### src/rtl/alu_rr_scheduler_if.sv
// alu_rr_scheduler_if: bundles the requester, ALU and response signals of alu_rr_scheduler.
//   slave  : scheduler view (takes requests and ALU results, drives grants, ALU operands and
//            responses).
//   master : environment view (requesters, the ALU_8bit datapath and the response consumer).
// Signals:
//   req_valid/req_ready [NREQ]  per-requester handshake, req_ready is a one-hot grant
//   req_op [2*NREQ], req_a/req_b [WIDTH*NREQ], req_cin [NREQ]  per-requester operation slices
//   alu_a/alu_b/alu_op/alu_cin  registered ALU operands; alu_result/alu_cout  ALU outputs
//   rsp_valid/rsp_ready, rsp_id, rsp_result, rsp_cout, rsp_err  tagged response channel
interface alu_rr_scheduler_if #(
  parameter int unsigned WIDTH = 8,
  parameter int unsigned NREQ  = 4
);
  localparam int unsigned IDW = $clog2(NREQ);

  logic [NREQ-1:0]       req_valid;
  logic [NREQ-1:0]       req_ready;
  logic [2*NREQ-1:0]     req_op;
  logic [WIDTH*NREQ-1:0] req_a;
  logic [WIDTH*NREQ-1:0] req_b;
  logic [NREQ-1:0]       req_cin;

  logic [WIDTH-1:0]      alu_a;
  logic [WIDTH-1:0]      alu_b;
  logic                  alu_cin;
  logic [1:0]            alu_op;
  logic [WIDTH-1:0]      alu_result;
  logic                  alu_cout;

  logic                  rsp_valid;
  logic                  rsp_ready;
  logic [IDW-1:0]        rsp_id;
  logic [WIDTH-1:0]      rsp_result;
  logic                  rsp_cout;
  logic                  rsp_err;

  modport slave (
    input  req_valid, req_op, req_a, req_b, req_cin, alu_result, alu_cout, rsp_ready,
    output req_ready, alu_a, alu_b, alu_cin, alu_op, rsp_valid, rsp_id, rsp_result, rsp_cout,
           rsp_err
  );

  modport master (
    output req_valid, req_op, req_a, req_b, req_cin, alu_result, alu_cout, rsp_ready,
    input  req_ready, alu_a, alu_b, alu_cin, alu_op, rsp_valid, rsp_id, rsp_result, rsp_cout,
           rsp_err
  );
endinterface

### src/rtl/alu_rr_scheduler.sv
// alu_rr_scheduler: shares one ALU_8bit (AND/OR/ADD with carry) among NREQ requesters.
// A round-robin arbiter picks one requester in IDLE, its operation is registered onto the ALU
// inputs (EXEC), the ALU result is captured and returned with the requester id (RESP). Exactly
// one operation is in flight; best case is one operation every three cycles.
// Ports:
//   clk  clock, rising edge
//   rst  synchronous active-high reset, highest priority
//   bus  alu_rr_scheduler_if.slave: requester handshake/slices, ALU operands/results,
//        response channel (see the interface file)
// Optional build macro ALU_RR_SCHED_OPCHK_EN: reserved op 11 is not sent to the ALU (inputs
// forced to zero) and the response reports rsp_err=1 with a zero result. Without it, op 11 is
// forwarded unchanged and rsp_err is tied low.
// WIDTH/NREQ must match the parameters of the connected interface instance.
module alu_rr_scheduler #(
  parameter int unsigned WIDTH = 8,
  parameter int unsigned NREQ  = 4
) (
  input logic               clk,
  input logic               rst,
  alu_rr_scheduler_if.slave bus
);
  localparam int unsigned IDW = $clog2(NREQ);

  typedef enum logic [1:0] {StIdle, StExec, StResp} state_e;

  state_e           state_q, state_d;
  logic [IDW-1:0]   ptr_q, ptr_d;
  logic [IDW-1:0]   id_q, id_d;
  logic [WIDTH-1:0] alu_a_q, alu_a_d;
  logic [WIDTH-1:0] alu_b_q, alu_b_d;
  logic [1:0]       alu_op_q, alu_op_d;
  logic             alu_cin_q, alu_cin_d;
  logic             rsp_valid_q, rsp_valid_d;
  logic [WIDTH-1:0] rsp_result_q, rsp_result_d;
  logic             rsp_cout_q, rsp_cout_d;
`ifdef ALU_RR_SCHED_OPCHK_EN
  logic             err_pend_q, err_pend_d;
  logic             rsp_err_q, rsp_err_d;
`endif

  // Round-robin search starting at ptr_q and wrapping past NREQ-1.
  logic             gnt_found;
  logic [IDW-1:0]   gnt_idx;
  int unsigned      cand;
  always_comb begin
    gnt_found = 1'b0;
    gnt_idx   = '0;
    cand      = 0;
    for (int unsigned k = 0; k < NREQ; k++) begin
      cand = (32'(ptr_q) + k) % NREQ;
      if (!gnt_found && bus.req_valid[cand]) begin
        gnt_found = 1'b1;
        gnt_idx   = IDW'(cand);
      end
    end
  end

  // Operand slice of the winning requester.
  logic [1:0]       sel_op;
  logic [WIDTH-1:0] sel_a, sel_b;
  logic             sel_cin;
  always_comb begin
    sel_op  = '0;
    sel_a   = '0;
    sel_b   = '0;
    sel_cin = 1'b0;
    for (int unsigned k = 0; k < NREQ; k++) begin
      if (IDW'(k) == gnt_idx) begin
        sel_op  = bus.req_op[2*k +: 2];
        sel_a   = bus.req_a[k*WIDTH +: WIDTH];
        sel_b   = bus.req_b[k*WIDTH +: WIDTH];
        sel_cin = bus.req_cin[k];
      end
    end
  end

  logic [NREQ-1:0] req_ready;
  always_comb begin
    state_d      = state_q;
    ptr_d        = ptr_q;
    id_d         = id_q;
    alu_a_d      = alu_a_q;
    alu_b_d      = alu_b_q;
    alu_op_d     = alu_op_q;
    alu_cin_d    = alu_cin_q;
    rsp_valid_d  = rsp_valid_q;
    rsp_result_d = rsp_result_q;
    rsp_cout_d   = rsp_cout_q;
`ifdef ALU_RR_SCHED_OPCHK_EN
    err_pend_d   = err_pend_q;
    rsp_err_d    = rsp_err_q;
`endif
    req_ready    = '0;

    unique case (state_q)
      StIdle: begin
        if (gnt_found) begin
          req_ready = NREQ'(1) << gnt_idx;
          id_d      = gnt_idx;
          alu_a_d   = sel_a;
          alu_b_d   = sel_b;
          alu_op_d  = sel_op;
          alu_cin_d = sel_cin;
`ifdef ALU_RR_SCHED_OPCHK_EN
          err_pend_d = (sel_op == 2'b11);
          // Keep the ALU inputs quiet for a reserved op; it still consumes a slot.
          if (sel_op == 2'b11) begin
            alu_a_d   = '0;
            alu_b_d   = '0;
            alu_op_d  = 2'b00;
            alu_cin_d = 1'b0;
          end
`endif
          state_d = StExec;
        end
      end
      StExec: begin
        rsp_valid_d  = 1'b1;
        rsp_result_d = bus.alu_result;
        rsp_cout_d   = bus.alu_cout;
`ifdef ALU_RR_SCHED_OPCHK_EN
        rsp_err_d = err_pend_q;
        if (err_pend_q) begin
          rsp_result_d = '0;
          rsp_cout_d   = 1'b0;
        end
`endif
        state_d = StResp;
      end
      StResp: begin
        if (bus.rsp_ready) begin
          rsp_valid_d = 1'b0;
          ptr_d       = (id_q == IDW'(NREQ - 1)) ? '0 : id_q + 1'b1;
          state_d     = StIdle;
        end
      end
      default: state_d = StIdle;
    endcase

    // No grant may be observed while reset is asserted.
    if (rst) req_ready = '0;
  end

  always_ff @(posedge clk) begin
    if (rst) begin
      state_q      <= StIdle;
      ptr_q        <= '0;
      id_q         <= '0;
      alu_a_q      <= '0;
      alu_b_q      <= '0;
      alu_op_q     <= '0;
      alu_cin_q    <= 1'b0;
      rsp_valid_q  <= 1'b0;
      rsp_result_q <= '0;
      rsp_cout_q   <= 1'b0;
`ifdef ALU_RR_SCHED_OPCHK_EN
      err_pend_q   <= 1'b0;
      rsp_err_q    <= 1'b0;
`endif
    end else begin
      state_q      <= state_d;
      ptr_q        <= ptr_d;
      id_q         <= id_d;
      alu_a_q      <= alu_a_d;
      alu_b_q      <= alu_b_d;
      alu_op_q     <= alu_op_d;
      alu_cin_q    <= alu_cin_d;
      rsp_valid_q  <= rsp_valid_d;
      rsp_result_q <= rsp_result_d;
      rsp_cout_q   <= rsp_cout_d;
`ifdef ALU_RR_SCHED_OPCHK_EN
      err_pend_q   <= err_pend_d;
      rsp_err_q    <= rsp_err_d;
`endif
    end
  end

  assign bus.req_ready  = req_ready;
  assign bus.alu_a      = alu_a_q;
  assign bus.alu_b      = alu_b_q;
  assign bus.alu_op     = alu_op_q;
  assign bus.alu_cin    = alu_cin_q;
  assign bus.rsp_valid  = rsp_valid_q;
  assign bus.rsp_id     = id_q;
  assign bus.rsp_result = rsp_result_q;
  assign bus.rsp_cout   = rsp_cout_q;
`ifdef ALU_RR_SCHED_OPCHK_EN
  assign bus.rsp_err    = rsp_err_q;
`else
  assign bus.rsp_err    = 1'b0;
`endif
endmodule

### src/flat_wrapper.sv
// flat-port wrapper written by rule: the top's interface ports become plain ports
module alu_rr_scheduler_flat 
#(
  parameter int unsigned WIDTH = 8,
  parameter int unsigned NREQ  = 4
)
  (clk, rst, bus_req_valid, bus_req_op, bus_req_a, bus_req_b, bus_req_cin, bus_alu_result, bus_alu_cout, bus_rsp_ready, bus_req_ready, bus_alu_a, bus_alu_b, bus_alu_cin, bus_alu_op, bus_rsp_valid, bus_rsp_id, bus_rsp_result, bus_rsp_cout, bus_rsp_err);
  alu_rr_scheduler_if #(.WIDTH(WIDTH), .NREQ(NREQ)) bus_i ();
  input logic clk;
  input logic rst;
  input wire logic [$bits(bus_i.req_valid)-1:0] bus_req_valid;
  input wire logic [$bits(bus_i.req_op)-1:0] bus_req_op;
  input wire logic [$bits(bus_i.req_a)-1:0] bus_req_a;
  input wire logic [$bits(bus_i.req_b)-1:0] bus_req_b;
  input wire logic [$bits(bus_i.req_cin)-1:0] bus_req_cin;
  input wire logic [$bits(bus_i.alu_result)-1:0] bus_alu_result;
  input wire logic [$bits(bus_i.alu_cout)-1:0] bus_alu_cout;
  input wire logic [$bits(bus_i.rsp_ready)-1:0] bus_rsp_ready;
  output wire logic [$bits(bus_i.req_ready)-1:0] bus_req_ready;
  output wire logic [$bits(bus_i.alu_a)-1:0] bus_alu_a;
  output wire logic [$bits(bus_i.alu_b)-1:0] bus_alu_b;
  output wire logic [$bits(bus_i.alu_cin)-1:0] bus_alu_cin;
  output wire logic [$bits(bus_i.alu_op)-1:0] bus_alu_op;
  output wire logic [$bits(bus_i.rsp_valid)-1:0] bus_rsp_valid;
  output wire logic [$bits(bus_i.rsp_id)-1:0] bus_rsp_id;
  output wire logic [$bits(bus_i.rsp_result)-1:0] bus_rsp_result;
  output wire logic [$bits(bus_i.rsp_cout)-1:0] bus_rsp_cout;
  output wire logic [$bits(bus_i.rsp_err)-1:0] bus_rsp_err;
  assign bus_i.req_valid = bus_req_valid;
  assign bus_i.req_op = bus_req_op;
  assign bus_i.req_a = bus_req_a;
  assign bus_i.req_b = bus_req_b;
  assign bus_i.req_cin = bus_req_cin;
  assign bus_i.alu_result = bus_alu_result;
  assign bus_i.alu_cout = bus_alu_cout;
  assign bus_i.rsp_ready = bus_rsp_ready;
  assign bus_req_ready = bus_i.req_ready;
  assign bus_alu_a = bus_i.alu_a;
  assign bus_alu_b = bus_i.alu_b;
  assign bus_alu_cin = bus_i.alu_cin;
  assign bus_alu_op = bus_i.alu_op;
  assign bus_rsp_valid = bus_i.rsp_valid;
  assign bus_rsp_id = bus_i.rsp_id;
  assign bus_rsp_result = bus_i.rsp_result;
  assign bus_rsp_cout = bus_i.rsp_cout;
  assign bus_rsp_err = bus_i.rsp_err;
  alu_rr_scheduler #(.WIDTH(WIDTH), .NREQ(NREQ)) u_core (.clk(clk), .rst(rst), .bus(bus_i));
endmodule
### config.mk
export PLATFORM = sky130hd
export DESIGN_NAME = alu_rr_scheduler_flat
export DESIGN_NICKNAME = d
export VERILOG_FILES = /design/src/rtl/alu_rr_scheduler_if.sv /design/src/rtl/alu_rr_scheduler.sv /design/src/flat_wrapper.sv
export SDC_FILE = /design/constraint.sdc
export NUM_CORES = 1
export LEC_CHECK = 0
export BUFFER_PORTS_ARGS = -buffer_cell sky130_fd_sc_hd__buf_2
export CORE_ASPECT_RATIO = 1.1
export CORE_UTILIZATION = 40
export CTS_BUF_LIST = sky130_fd_sc_hd__clkbuf_8
export CTS_CLUSTER_DIAMETER = 50
export DETAILED_ROUTE_END_ITERATION = 6
export GPL_TIMING_DRIVEN = 0
export PLACE_DENSITY = 0.81
export RECOVER_POWER = 25
export SKIP_CTS_REPAIR_TIMING = 1
export SLEW_MARGIN = 0
export SYNTH_ARGS = -nofsm -noshare
export SYNTH_HDL_FRONTEND = slang
export SYNTH_SLANG_ARGS = --single-unit
### constraint.sdc
create_clock -name clk -period 1.8 [get_ports clk]
set_input_delay 0.36 -clock clk [delete_from_list [all_inputs] [get_ports clk]]
set_output_delay 0.36 -clock clk [all_outputs]
set_load 0.05 [all_outputs]
==> impl_results.html, run 1 <==
<table>
<tr><th>Metric</th><th>Value</th></tr>
<tr><th colspan="2">STA</th></tr>
<tr><td>Remaining max-slew budget at the tightest pin</td><td>64.10%</td></tr>
<tr><td># setup viols final</td><td>4</td></tr>
<tr><td>Setup repair after global routing missed its margin</td><td>yes</td></tr>
<tr><td>Max Fclk</td><td>roughly 470 MHz</td></tr>
<tr><td>Number of pins with negative max-slew slack in the final report</td><td>0</td></tr>
<tr><td>Final count of hold timing violations</td><td>0</td></tr>
<tr><td>Share of the clock period used by the worst path after layout</td><td>117.6%</td></tr>
<tr><td>Slack of the critical path</td><td>-0.3168 ns</td></tr>
<tr><td>Pin slew with the least headroom to its limit</td><td>0.5385 ns</td></tr>
<tr><td>Final-layout setup total negative slack</td><td>-1.221 ns</td></tr>
<tr><td>Final Critical Period</td><td>about 2.1 ns</td></tr>
<tr><td>Post-route clock skew</td><td>0.006851 ns</td></tr>
<tr><th colspan="2">CTS</th></tr>
<tr><td>Number of buffers added by the clock tree synthesis step</td><td>5</td></tr>
<tr><td>CTS root buf</td><td>clkbuf_8</td></tr>
<tr><td>Clock latency at the later pin of the worst-skew pair</td><td>~0.29 ns</td></tr>
<tr><td>TritonCTS clock tree</td><td>done</td></tr>
<tr><td>Clock Pin Slew Worst Setup and Hold Paths</td><td>0.07 ns</td></tr>
<tr><td>Number of sinks driven by the clock tree</td><td>35</td></tr>
<tr><td>Max clock buf depth</td><td>2</td></tr>
<tr><td>Level count of the clock H-tree</td><td>2</td></tr>
<tr><th colspan="2">Route</th></tr>
<tr><td>Average vias per placed instance</td><td>5.173</td></tr>
<tr><td>DRC violation total after the first TritonRoute iteration</td><td>103</td></tr>
<tr><td>Overall routed net length</td><td>6.162 mm</td></tr>
<tr><td># DRC</td><td>4</td></tr>
<tr><td>First-pass detailed-route iteration total</td><td>6</td></tr>
<tr><td>Post-DR wirelength/cell</td><td>13.88 um</td></tr>
<tr><td>Antenna-violating nets left</td><td>0</td></tr>
<tr><td>Total number of vias</td><td>2297</td></tr>
<tr><th colspan="2">Global routing</th></tr>
<tr><td>Wire length of the first global-routing pass</td><td>around 9.5 mm</td></tr>
<tr><td>Aggregate global-route resource usage</td><td>between 20% and 30%</td></tr>
<tr><td>Layer with the highest usage after global routing</td><td>met2</td></tr>
<tr><td>Maximum number of pins on one net before global-route repair</td><td>11</td></tr>
<tr><td>GRT met2 Usage</td><td>38.94%</td></tr>
<tr><td>Vias in the first global route</td><td>~2100</td></tr>
<tr><td>Initial antenna violation count</td><td>0</td></tr>
<tr><td>Met3 global-route usage</td><td>4.750%</td></tr>
<tr><td>GRT overflow</td><td>0</td></tr>
<tr><td>Met1 Use GR</td><td>25.18%</td></tr>
<tr><th colspan="2">Logic synthesis</th></tr>
<tr><td>Post-synth ARST share</td><td>0%</td></tr>
<tr><td>Flip-flop and latch count after synthesis</td><td>35</td></tr>
<tr><td>Most used DFF post-synth</td><td>dfxtp_1</td></tr>
<tr><td>Count of different cell masters after synthesis</td><td>38</td></tr>
<tr><td>Synth warnings</td><td>0</td></tr>
<tr><td>Netlist area before placement</td><td>2102 um^2</td></tr>
<tr><td>Mean Syn Cell Area</td><td>8.722 um^2</td></tr>
<tr><td>Post-synthesis sequential area ratio</td><td>33.33%</td></tr>
<tr><td>Synth Net Count</td><td>334</td></tr>
<tr><td>EDFF count, synth</td><td>0</td></tr>
<tr><td>Gate count of the mapped netlist</td><td>241</td></tr>
<tr><th colspan="2">Critical path</th></tr>
<tr><td>Worst Setup End Kind</td><td>output port</td></tr>
<tr><td>Worst-path fanout max</td><td>4</td></tr>
<tr><td>Crit path launch type</td><td>flip-flop</td></tr>
<tr><td>Critical setup path kind</td><td>flip-flop to output port</td></tr>
<tr><td>Register-to-Register Setup Slack</td><td>0.11 ns</td></tr>
<tr><td>Data arrival, critical path</td><td>1.76 ns</td></tr>
<tr><td>Worst Path Required</td><td>1.44 ns</td></tr>
<tr><th colspan="2">Job</th></tr>
<tr><td>Count of max-cap constraint violations</td><td>0</td></tr>
<tr><th colspan="2">Placed design</th></tr>
<tr><td>Total placed cells including tap cells</td><td>423</td></tr>
<tr><td>Number of buffer cells added on primary ports</td><td>about 120</td></tr>
<tr><td>Placed Instance Area</td><td>roughly 2900 um^2</td></tr>
<tr><td>Final weighted congestion of routability-driven global placement</td><td>0.7758</td></tr>
<tr><td>Post-DP HPWL</td><td>4.506 mm</td></tr>
<tr><th colspan="2">Finish</th></tr>
<tr><td>Count of inserted antenna diode cells</td><td>0</td></tr>
<tr><td>Post-route insts no fill</td><td>444</td></tr>
<tr><td>Fraction of final layout cells sized beyond drive strength 1</td><td>about half</td></tr>
<tr><td>Design Area, Final</td><td>3154 um^2</td></tr>
<tr><td>Net count, final</td><td>around 480</td></tr>
<tr><td>Final standard cell utilization of the core</td><td>62.66%</td></tr>
<tr><td>P&amp;R area growth vs syn</td><td>50.06%</td></tr>
<tr><td>Number of filler cells placed in the layout</td><td>452</td></tr>
<tr><th colspan="2">Power</th></tr>
<tr><td>Final Power</td><td>2435 uW</td></tr>
<tr><td>Peak VDD IR</td><td>0.4838 mV</td></tr>
<tr><td>Leakage</td><td>0.001507 uW</td></tr>
<tr><td>Power per Cell Area</td><td>772.0 nW/um^2</td></tr>
<tr><th colspan="2">Die</th></tr>
<tr><td>Initial standard-cell utilization of the core</td><td>41.76%</td></tr>
<tr><td>Cell row count</td><td>27</td></tr>
<tr><td>Horizontal die dimension</td><td>71.12 um</td></tr>
<tr><td>Io pins</td><td>128</td></tr>
<tr><td>Core area</td><td>5034 um^2</td></tr>
<tr><td>Die ar.</td><td>5549 um^2</td></tr>
<tr><td>Overall die height</td><td>78.03 um</td></tr>
<tr><th colspan="2">Status</th></tr>
<tr><td>Run status</td><td>complete, but fails checks</td></tr>
<tr><td>Violations in the final reports</td><td>DRC, setup timing</td></tr>
<tr><th colspan="2">Worst hold path</th></tr>
<tr><td>Path type of the worst min-delay path</td><td>input port to flip-flop</td></tr>
</table>
-- final timing paths --
| path | from | end | cells past startpoint |
|---|---|---|---|
| max | u_core.state_q[0] | bus_req_ready[3] | 8 |
| min | bus_alu_result[3] | u_core.bus.rsp_result[3] | 3 |
| max reg2reg | u_core.ptr_q[1] | u_core.bus.alu_b[1] | 7 |
| min reg2reg | u_core.bus.rsp_result[0] | u_core.bus.rsp_result[0] | 2 |
-- state kept, by name (all words and copies together) (netlist names) --
name and count:
u_core.bus.alu_a 8, u_core.bus.alu_b 8, u_core.bus.alu_cin 1, u_core.bus.alu_op 2
u_core.bus.rsp_cout 1, u_core.bus.rsp_id 2, u_core.bus.rsp_result 8, u_core.bus.rsp_valid 1
u_core.ptr_q 2, u_core.state_q 2
-- final cells by class --
| class | instances | area (um^2) | share of cell area (%) |
|---|---|---|---|
| plain buffers | 22 | 198.9 | 6.307 |
| clock buffers | 5 | 68.82 | 2.182 |
| clock inverters | 3 | 12.51 | 0.3967 |
| inverters | 2 | 12.51 | 0.3967 |
| multi-input cells | 182 | 1325 | 42.01 |
| flip-flops and latches | 35 | 711.9 | 22.57 |
| well taps | 58 | 72.57 | 2.301 |
| repair buffers | 137 | 752.0 | 23.84 |
-- per-layer routing --
metal / up-vias / share of wire, %
li1: 1161 / -
met3: 6 / 4.8
met1: 1058 / 42
met5: - / 0
met4: 0 / 1.1
met2: 72 / 53
-- cells in the final DEF, fill, tap and decap left out, types with 2 or more instances in the layout --
cell type | netlist | layout
o21ai_1 | 8 | 8
dfxtp_4 | 0 | 3
clkbuf_1 | 4 | 4
buf_2 | 5 | 123
nand3b_1 | 2 | 2
nand3_1 | 18 | 18
clkbuf_4 | 2 | 2
nor2_1 | 8 | 6
dfxtp_1 | 35 | 32
o21ai_0 | 10 | 10
buf_4 | 6 | 18
mux2i_1 | 24 | 23
nand2_1 | 38 | 37
nand2b_1 | 4 | 3
clkbuf_8 | 0 | 5
buf_12 | 0 | 4
nor2_4 | 1 | 3
a211o_1 | 18 | 18
a21oi_1 | 15 | 14
inv_1 | 1 | 3
nor3_4 | 1 | 3
buf_6 | 5 | 8
o211ai_2 | 10 | 10
o211ai_1 | 8 | 8
-- worst max-delay path, stage by stage (launching register included) --
cell and delay, ns:
dfxtp_4 0.36, nor3_4 0.28, nand2b_1 0.10, buf_6 0.13
inv_6 0.05, nand2_4 0.06, buf_12 0.14, nor3_4 0.17
buf_6 0.18
-- logic make-up after synthesis --
group           Yosys count  synth area share, %
compound gates           75                27.20
fa+ha+maj                 1               0.5951
buf+inv                  24                8.035
flops                    35                33.33
mux                      24                11.43
other cells               1               0.1784
simple gates             81                19.23
-- through the flow --
stage               hold slack (ns)  worst slack, ns
global placement             0.4397          -0.4518
detailed placement           0.4418          -0.4804
CTS                          0.3065          -0.7602
finish                       0.3094          -0.3168
floorplan                    0.4960          -0.2736
global route                 0.3088          -0.4176
-- cells in the mapped netlist (4+ instances only) --
cell | number | share of area (%)
clkbuf_1 | 4 | 0.71
a21oi_1 | 15 | 3.6
buf_2 | 5 | 1.2
buf_6 | 5 | 2.7
buf_4 | 6 | 2.1
o21ai_1 | 8 | 1.9
mux2i_1 | 24 | 11
o211ai_1 | 8 | 2.9
nand3_1 | 18 | 4.3
nor2_1 | 8 | 1.4
nand2_1 | 38 | 6.8
dfxtp_1 | 35 | 33
o21ai_0 | 10 | 2.4
o211ai_2 | 10 | 6.0
a211o_1 | 18 | 7.5
nand2b_1 | 4 | 1.2
-- power breakdown --
part / switching [uW] / internal [uW]
clock: 283 / 260
combinational: 623 / 365
sequential: 47.1 / 857
No activity file was read; power rests on OpenSTA's default activity.
==> run 2: changes to the inputs <==
--- a/config.mk
+++ b/config.mk
@@ -7,6 +7,7 @@
 export LEC_CHECK = 0
 export BUFFER_PORTS_ARGS = -buffer_cell sky130_fd_sc_hd__buf_2
 export CORE_ASPECT_RATIO = 1.1
+export CORE_MARGIN = 2
 export CORE_UTILIZATION = 40
 export CTS_BUF_LIST = sky130_fd_sc_hd__clkbuf_8
 export CTS_CLUSTER_DIAMETER = 50
==> impl_results.html, run 2 (same netlist as run 1, synthesis figures left out) <==
<table>
<tr><th>Metric</th><th>Value</th></tr>
<tr><th colspan="2">Finish</th></tr>
<tr><td>Area occupied by registers</td><td>711.9 um^2 (unchanged)</td></tr>
<tr><td>Net count, final</td><td>481 (+0.63%)</td></tr>
<tr><td>Fraction of final layout cells sized beyond drive strength 1</td><td>51.67% (+1.4 points)</td></tr>
<tr><td>Most common cell after layout, fill and taps aside</td><td>buf_2</td></tr>
<tr><td>Area of combinational cells with multiple inputs</td><td>1338 um^2 (+0.94%)</td></tr>
<tr><td>Number of filler cells placed in the layout</td><td>442 (-2.2%)</td></tr>
<tr><td>Final standard cell utilization of the core</td><td>63.56% (+0.89 points)</td></tr>
<tr><td>Commonest non-fill, non-tap cells in the layout</td><td>buf_2, nand2_1, dfxtp_1</td></tr>
<tr><td>Count of inserted antenna diode cells</td><td>0 (unchanged)</td></tr>
<tr><td>P&amp;R area growth vs syn</td><td>52.20%</td></tr>
<tr><th colspan="2">CTS</th></tr>
<tr><td>Max clock buf depth</td><td>2 (unchanged)</td></tr>
<tr><td>TritonCTS clock tree</td><td>done</td></tr>
<tr><td>Level count of the clock H-tree</td><td>2 (unchanged)</td></tr>
<tr><td>Number of sinks driven by the clock tree</td><td>35 (unchanged)</td></tr>
<tr><td>Number of buffers added by the clock tree synthesis step</td><td>5 (unchanged)</td></tr>
<tr><td>Clock latency at the later pin of the worst-skew pair</td><td>0.29 ns (about the same)</td></tr>
<tr><td>CTS root buf</td><td>clkbuf_8</td></tr>
<tr><td>Clock Pin Slew Worst Setup and Hold Paths</td><td>0.07 ns (about the same)</td></tr>
<tr><th colspan="2">Worst hold path</th></tr>
<tr><td>Path type of the worst min-delay path</td><td>input port to flip-flop</td></tr>
<tr><th colspan="2">Global routing</th></tr>
<tr><td>GRT overflow</td><td>0 (unchanged)</td></tr>
<tr><td>Vias in the first global route</td><td>2173 (+3.8%)</td></tr>
<tr><td>Wire length of the first global-routing pass</td><td>10.02 mm (+5.8%)</td></tr>
<tr><td>Aggregate global-route resource usage</td><td>21.86% (+0.36 points)</td></tr>
<tr><td>Maximum number of pins on one net before global-route repair</td><td>11 (unchanged)</td></tr>
<tr><td>Initial antenna violation count</td><td>0 (unchanged)</td></tr>
<tr><th colspan="2">Power</th></tr>
<tr><td>Leakage</td><td>0.001532 uW (+1.6%)</td></tr>
<tr><td>Peak VDD IR</td><td>0.5985 mV (+24%)</td></tr>
<tr><td>Power per Cell Area</td><td>793.5 nW/um^2 (+2.8%)</td></tr>
<tr><th colspan="2">Die</th></tr>
<tr><td>Io pins</td><td>128 (unchanged)</td></tr>
<tr><td>Die ar.</td><td>5852 um^2 (+5.4%)</td></tr>
<tr><td>Horizontal die dimension</td><td>73.12 um (+2.8%)</td></tr>
<tr><td>Core area</td><td>5034 um^2 (unchanged)</td></tr>
<tr><td>Cell row count</td><td>27 (unchanged)</td></tr>
<tr><td>Overall die height</td><td>80.03 um (+2.6%)</td></tr>
<tr><td>Initial standard-cell utilization of the core</td><td>41.76% (unchanged)</td></tr>
<tr><th colspan="2">STA</th></tr>
<tr><td>Max Fclk</td><td>477.0 MHz (+0.96%)</td></tr>
<tr><td>Final-layout setup total negative slack</td><td>-1.007 ns (+0.2137 ns)</td></tr>
<tr><td>Number of pins with negative max-slew slack in the final report</td><td>0 (unchanged)</td></tr>
<tr><td>Final Hold Slack</td><td>0.3068 ns (-0.002517 ns)</td></tr>
<tr><td>Final Critical Period</td><td>2.097 ns (-0.02013 ns)</td></tr>
<tr><td>Setup repair after global routing missed its margin</td><td>yes</td></tr>
<tr><td># setup viols final</td><td>4 (unchanged)</td></tr>
<tr><td>Post-route clock skew</td><td>0.003950 ns (-0.002900 ns)</td></tr>
<tr><td>Remaining max-slew budget at the tightest pin</td><td>62.94% (-1.2 points)</td></tr>
<tr><td>Slack of the critical path</td><td>-0.2966 ns (+0.02013 ns)</td></tr>
<tr><td>Final count of hold timing violations</td><td>0 (unchanged)</td></tr>
<tr><td>Pin slew with the least headroom to its limit</td><td>0.5559 ns (+0.01739 ns)</td></tr>
<tr><td>Share of the clock period used by the worst path after layout</td><td>116.5% (-1.1 points)</td></tr>
<tr><th colspan="2">Status</th></tr>
<tr><td>Violations in the final reports</td><td>setup timing</td></tr>
<tr><td>Run status</td><td>complete, but fails checks</td></tr>
<tr><th colspan="2">Placed design</th></tr>
<tr><td>Final weighted congestion of routability-driven global placement</td><td>0.8247 (+6.3%)</td></tr>
<tr><td>Setup slack after placement</td><td>-0.4986 ns (-0.01819 ns)</td></tr>
<tr><td>Number of buffer cells added on primary ports</td><td>124 (unchanged)</td></tr>
<tr><td>Post-DP HPWL</td><td>4.763 mm (+5.7%)</td></tr>
<tr><th colspan="2">Route</th></tr>
<tr><td>Post-DR wirelength/cell</td><td>14.72 um (+6.1%)</td></tr>
<tr><td>Overall routed net length</td><td>6.581 mm (+6.8%)</td></tr>
<tr><td>First-pass detailed-route iteration total</td><td>4 (-2)</td></tr>
<tr><td>Antenna-violating nets left</td><td>0 (unchanged)</td></tr>
<tr><td>DRC violation total after the first TritonRoute iteration</td><td>100 (-2.9%)</td></tr>
<tr><td># DRC</td><td>0 (-4)</td></tr>
<tr><td>Average vias per placed instance</td><td>5.253 (+1.5%)</td></tr>
<tr><td>Total number of vias</td><td>2348 (+2.2%)</td></tr>
<tr><th colspan="2">Critical path</th></tr>
<tr><td>Critical setup path kind</td><td>flip-flop to output port</td></tr>
<tr><td>Worst Setup End Kind</td><td>output port</td></tr>
<tr><td>Worst Path Required</td><td>1.44 ns (about the same)</td></tr>
<tr><td>Worst-path fanout max</td><td>5 (+1)</td></tr>
<tr><td>Crit path launch type</td><td>flip-flop</td></tr>
<tr><td>Data arrival, critical path</td><td>1.74 ns (-0.02 ns)</td></tr>
<tr><th colspan="2">Job</th></tr>
<tr><td>Count of max-cap constraint violations</td><td>0 (unchanged)</td></tr>
</table>
-- run 2: cell count changes in the layout (fill, tap and decap cells not counted), sizes merged --
| cell | change |
|---|---|
| buf | +5 |
| clkinv | -1 |
| inv | -1 |
-- run 2: cell type report --
class	count	share of cell area (%)
Clock buffer	7	3.011
Clock inverter	1	0.1173
Buffer	20	5.749
Multi-Input combinational cell	182	41.81
Inverter	2	0.3911
Sequential cell	35	22.25
Timing Repair Buffer	142	24.40
Tap cell	58	2.268
-- run 2: critical path, cell delays in order (launching register included) --
cell and delay, ns:
dfxtp_4 0.35, nor3_4 0.27, nand2b_1 0.10, buf_6 0.14
inv_6 0.05, nand2_4 0.06, buf_12 0.14, nor3_4 0.16
buf_6 0.18
-- run 2: through the flow --
stage | instance area (um^2) | instances | power (uW)
CTS | 2950 | 431 | 2477
finish | 3199 | 447 | 2539
global placement | 2850 | 423 | 1829
floorplan | 2157 | 241 | 1582
detailed placement | 2850 | 423 | 1842
global route | 3199 | 447 | 2670
-- run 2: path summary, 6_finish.rpt --
kind	end	cells after the start	startpoint	slack [ns]
hold / removal	u_core.bus.rsp_result[5]	3	bus_alu_result[5]	0.31
setup / recovery	bus_req_ready[3]	8	u_core.state_q[0]	-0.30
setup reg to reg	u_core.bus.alu_b[0]	8	u_core.state_q[0]	0.11
hold reg to reg	u_core.bus.rsp_result[1]	2	u_core.bus.rsp_result[1]	0.45
-- run 2: power by group --
group / internal, uW / total, uW / switching [uW] / leakage [uW]
Combinational: 370 / 1000 / 630 / 0.00119
Clock: 344 / 635 / 291 / 0.0000557
Sequential: 857 / 904 / 46.6 / 0.000290
-- run 2: routing by layer --
metal	global-route usage (%)	vias up	routed length (um)
met3	5.429	11	464
li1	-	1168	-
met4	8.519	0	151
met2	36.85	94	3411
met1	26.29	1075	2552
met5	0	-	0
==> run 3: changes to the inputs <==
--- a/config.mk
+++ b/config.mk
@@ -5,7 +5,7 @@
 export SDC_FILE = /design/constraint.sdc
 export NUM_CORES = 1
 export LEC_CHECK = 0
-export BUFFER_PORTS_ARGS = -buffer_cell sky130_fd_sc_hd__buf_2
+export BUFFER_PORTS_ARGS = -buffer_cell sky130_fd_sc_hd__buf_4
 export CORE_ASPECT_RATIO = 1.1
 export CORE_MARGIN = 2
 export CORE_UTILIZATION = 40
==> impl_results.html, run 3 (same netlist as run 1, synthesis figures left out) <==
<table>
<tr><th>Metric</th><th>Value</th></tr>
<tr><th colspan="2">Route</th></tr>
<tr><td>Post-DR wirelength/cell</td><td>15.55 um (+5.6%)</td></tr>
<tr><td>Overall routed net length</td><td>6.982 mm (+6.1%)</td></tr>
<tr><td>First-pass detailed-route iteration total</td><td>4 (unchanged)</td></tr>
<tr><td>Total number of vias</td><td>2387 (+1.7%)</td></tr>
<tr><td>Average vias per placed instance</td><td>5.316 (+1.2%)</td></tr>
<tr><td>DRC violation total after the first TritonRoute iteration</td><td>90 (-10%)</td></tr>
<tr><td># DRC</td><td>0 (unchanged)</td></tr>
<tr><td>Antenna-violating nets left</td><td>0 (unchanged)</td></tr>
<tr><th colspan="2">Status</th></tr>
<tr><td>Violations in the final reports</td><td>setup timing</td></tr>
<tr><td>Run status</td><td>complete, but fails checks</td></tr>
<tr><th colspan="2">Critical path</th></tr>
<tr><td>Critical Path, Cell by Cell</td><td>nor3_4, nand2b_1, buf_6, inv_6, nand2_4, buf_12, nor3_4, buf_6</td></tr>
<tr><td>Worst Setup End Kind</td><td>output port</td></tr>
<tr><td>Critical path buffer and inverter count</td><td>4 (unchanged)</td></tr>
<tr><td>CP max stage delay</td><td>0.35 ns (about the same)</td></tr>
<tr><td>Critical setup path kind</td><td>flip-flop to output port</td></tr>
<tr><td>Crit path launch type</td><td>flip-flop</td></tr>
<tr><td>Worst Path Required</td><td>1.44 ns (about the same)</td></tr>
<tr><td>Data arrival, critical path</td><td>1.71 ns (-0.03 ns)</td></tr>
<tr><td>Crit-path slowest cell</td><td>dfxtp_4</td></tr>
<tr><td>Cell family contributing the most delay on the critical path</td><td>simple AND/OR/NAND/NOR gates</td></tr>
<tr><td>Worst-path fanout max</td><td>5 (unchanged)</td></tr>
<tr><th colspan="2">Global routing</th></tr>
<tr><td>GRT overflow</td><td>0 (unchanged)</td></tr>
<tr><td>Layer with the highest usage after global routing</td><td>met2</td></tr>
<tr><td>Wire length of the first global-routing pass</td><td>10.07 mm (+0.49%)</td></tr>
<tr><td>Initial antenna violation count</td><td>0 (unchanged)</td></tr>
<tr><td>GRT met2 Usage</td><td>38.29% (+1.4 points)</td></tr>
<tr><td>Met1 Use GR</td><td>26.14% (-0.15 points)</td></tr>
<tr><td>Vias in the first global route</td><td>2191 (+0.83%)</td></tr>
<tr><td>Aggregate global-route resource usage</td><td>22.02% (+0.16 points)</td></tr>
<tr><td>Maximum number of pins on one net before global-route repair</td><td>12 (+1)</td></tr>
<tr><td>Met3 global-route usage</td><td>6.061% (+0.63 points)</td></tr>
<tr><th colspan="2">Die</th></tr>
<tr><td>Initial standard-cell utilization of the core</td><td>41.76% (unchanged)</td></tr>
<tr><td>Horizontal die dimension</td><td>73.12 um (unchanged)</td></tr>
<tr><td>Die ar.</td><td>5852 um^2 (unchanged)</td></tr>
<tr><td>Cell row count</td><td>27 (unchanged)</td></tr>
<tr><td>Io pins</td><td>128 (unchanged)</td></tr>
<tr><td>Overall die height</td><td>80.03 um (unchanged)</td></tr>
<tr><td>Core area</td><td>5034 um^2 (unchanged)</td></tr>
<tr><th colspan="2">CTS</th></tr>
<tr><td>CTS root buf</td><td>clkbuf_8</td></tr>
<tr><td>TritonCTS clock tree</td><td>done</td></tr>
<tr><td>Number of sinks driven by the clock tree</td><td>35 (unchanged)</td></tr>
<tr><td>Clock latency at the later pin of the worst-skew pair</td><td>0.29 ns (about the same)</td></tr>
<tr><td>Level count of the clock H-tree</td><td>2 (unchanged)</td></tr>
<tr><td>Max clock buf depth</td><td>2 (unchanged)</td></tr>
<tr><td>Number of buffers added by the clock tree synthesis step</td><td>5 (unchanged)</td></tr>
<tr><td>Clock Pin Slew Worst Setup and Hold Paths</td><td>0.07 ns (about the same)</td></tr>
<tr><th colspan="2">Finish</th></tr>
<tr><td>Commonest non-fill, non-tap cells in the layout</td><td>buf_4, nand2_1, dfxtp_1</td></tr>
<tr><td>Number of filler cells placed in the layout</td><td>384 (-13%)</td></tr>
<tr><td>Fraction of final layout cells sized beyond drive strength 1</td><td>51.92% (+0.25 points)</td></tr>
<tr><td>Most common cell after layout, fill and taps aside</td><td>buf_4</td></tr>
<tr><td>Count of inserted antenna diode cells</td><td>0 (unchanged)</td></tr>
<tr><td>P&amp;R area growth vs syn</td><td>67.74%</td></tr>
<tr><td>Net count, final</td><td>483 (+0.42%)</td></tr>
<tr><th colspan="2">Placed design</th></tr>
<tr><td>Post-DP HPWL</td><td>4.944 mm (+3.8%)</td></tr>
<tr><td>Final weighted congestion of routability-driven global placement</td><td>0.8080 (-2.0%)</td></tr>
<tr><td>Number of buffer cells added on primary ports</td><td>124 (unchanged)</td></tr>
<tr><th colspan="2">STA</th></tr>
<tr><td>Final count of hold timing violations</td><td>0 (unchanged)</td></tr>
<tr><td>Post-route clock skew</td><td>0.005467 ns (+0.001517 ns)</td></tr>
<tr><td>Remaining max-slew budget at the tightest pin</td><td>65.47% (+2.5 points)</td></tr>
<tr><td>Final Critical Period</td><td>2.072 ns (-0.02510 ns)</td></tr>
<tr><td>Pin slew with the least headroom to its limit</td><td>0.5179 ns (-0.03801 ns)</td></tr>
<tr><td># setup viols final</td><td>4 (unchanged)</td></tr>
<tr><td>Setup repair after global routing missed its margin</td><td>yes</td></tr>
<tr><td>Final-layout setup total negative slack</td><td>-0.9030 ns (+0.1044 ns)</td></tr>
<tr><td>Share of the clock period used by the worst path after layout</td><td>115.1% (-1.4 points)</td></tr>
<tr><td>Slack of the critical path</td><td>-0.2715 ns (+0.02510 ns)</td></tr>
<tr><td>Max Fclk</td><td>482.7 MHz (+1.2%)</td></tr>
<tr><td>Number of pins with negative max-slew slack in the final report</td><td>0 (unchanged)</td></tr>
<tr><th colspan="2">Power</th></tr>
<tr><td>Peak VDD IR</td><td>0.5591 mV (-6.6%)</td></tr>
<tr><td>Power per Cell Area</td><td>784.3 nW/um^2 (-1.2%)</td></tr>
<tr><td>Final Power</td><td>2765 uW (+8.9%)</td></tr>
<tr><td>Leakage</td><td>0.001618 uW (+5.6%)</td></tr>
<tr><th colspan="2">Job</th></tr>
<tr><td>Count of max-cap constraint violations</td><td>0 (unchanged)</td></tr>
<tr><th colspan="2">Worst hold path</th></tr>
<tr><td>Path type of the worst min-delay path</td><td>input port to flip-flop</td></tr>
</table>
## run 3: per-stage QoR
| stage | cells | utilization [%] | worst slack (ns) | hold slack, ns | cell area (um^2) |
|---|---|---|---|---|---|
| floorplan | 241 | - | -0.2736 | 0.4960 | 2157 |
| CTS | 431 | 65.13 | -0.7226 | 0.3109 | 3278 |
| global route | 449 | 70.05 | -0.3720 | 0.3143 | 3526 |
| finish | 449 | 70.05 | -0.2715 | 0.3173 | 3526 |
| global placement | 423 | 62.79 | -0.4209 | 0.4445 | 3161 |
| detailed placement | 423 | 62.79 | -0.4346 | 0.4475 | 3161 |
## run 3: power breakdown
group	internal [uW]	total, uW	switching (uW)	leakage [uW]
clock	448	743	295	0.0000612
combinational	474	1110	638	0.00127
sequential	857	910	52.8	0.000290
total	1780	2770	986	0.00162
## run 3: worst reg2reg max path: stages (launching register included)
cell	delay (ns)
dfxtp_4	0.39
mux2i_4	0.27
o22a_2	0.19
buf_6	0.13
clkbuf_4	0.20
nand3_1	0.11
a211o_1	0.28
o211ai_1	0.09
## run 3: cell type report
| cell class | instances | area, um^2 | area share, % |
|---|---|---|---|
| plain buffers | 21 | 195.2 | 5.536 |
| repair buffers | 143 | 1089 | 30.87 |
| clock inverters | 2 | 35.03 | 0.9936 |
| clock buffers | 6 | 82.58 | 2.342 |
| multi-input cells | 182 | 1328 | 37.65 |
| well taps | 58 | 72.57 | 2.058 |
| flip-flops and latches | 35 | 711.9 | 20.19 |
| inverters | 2 | 12.51 | 0.3549 |
## run 3: metal layers
metal  vias up  wire length, um
met5         -                0
met1      1125             2672
met3         4              516
met2        89             3730
li1       1169                -
met4         0               62
## run 3: worst paths after layout
| check | slack, ns | cells after the start | startpoint | to |
|---|---|---|---|---|
| worst max-delay path | -0.27 | 8 | u_core.state_q[0] | bus_req_ready[3] |
| worst max register to register | 0.07 | 7 | u_core.ptr_q[1] | u_core.bus.alu_b[1] |
| worst min register to register | 0.46 | 2 | u_core.bus.rsp_result[0] | u_core.bus.rsp_result[0] |
| worst min-delay path | 0.32 | 3 | bus_alu_result[6] | u_core.bus.rsp_result[6] |
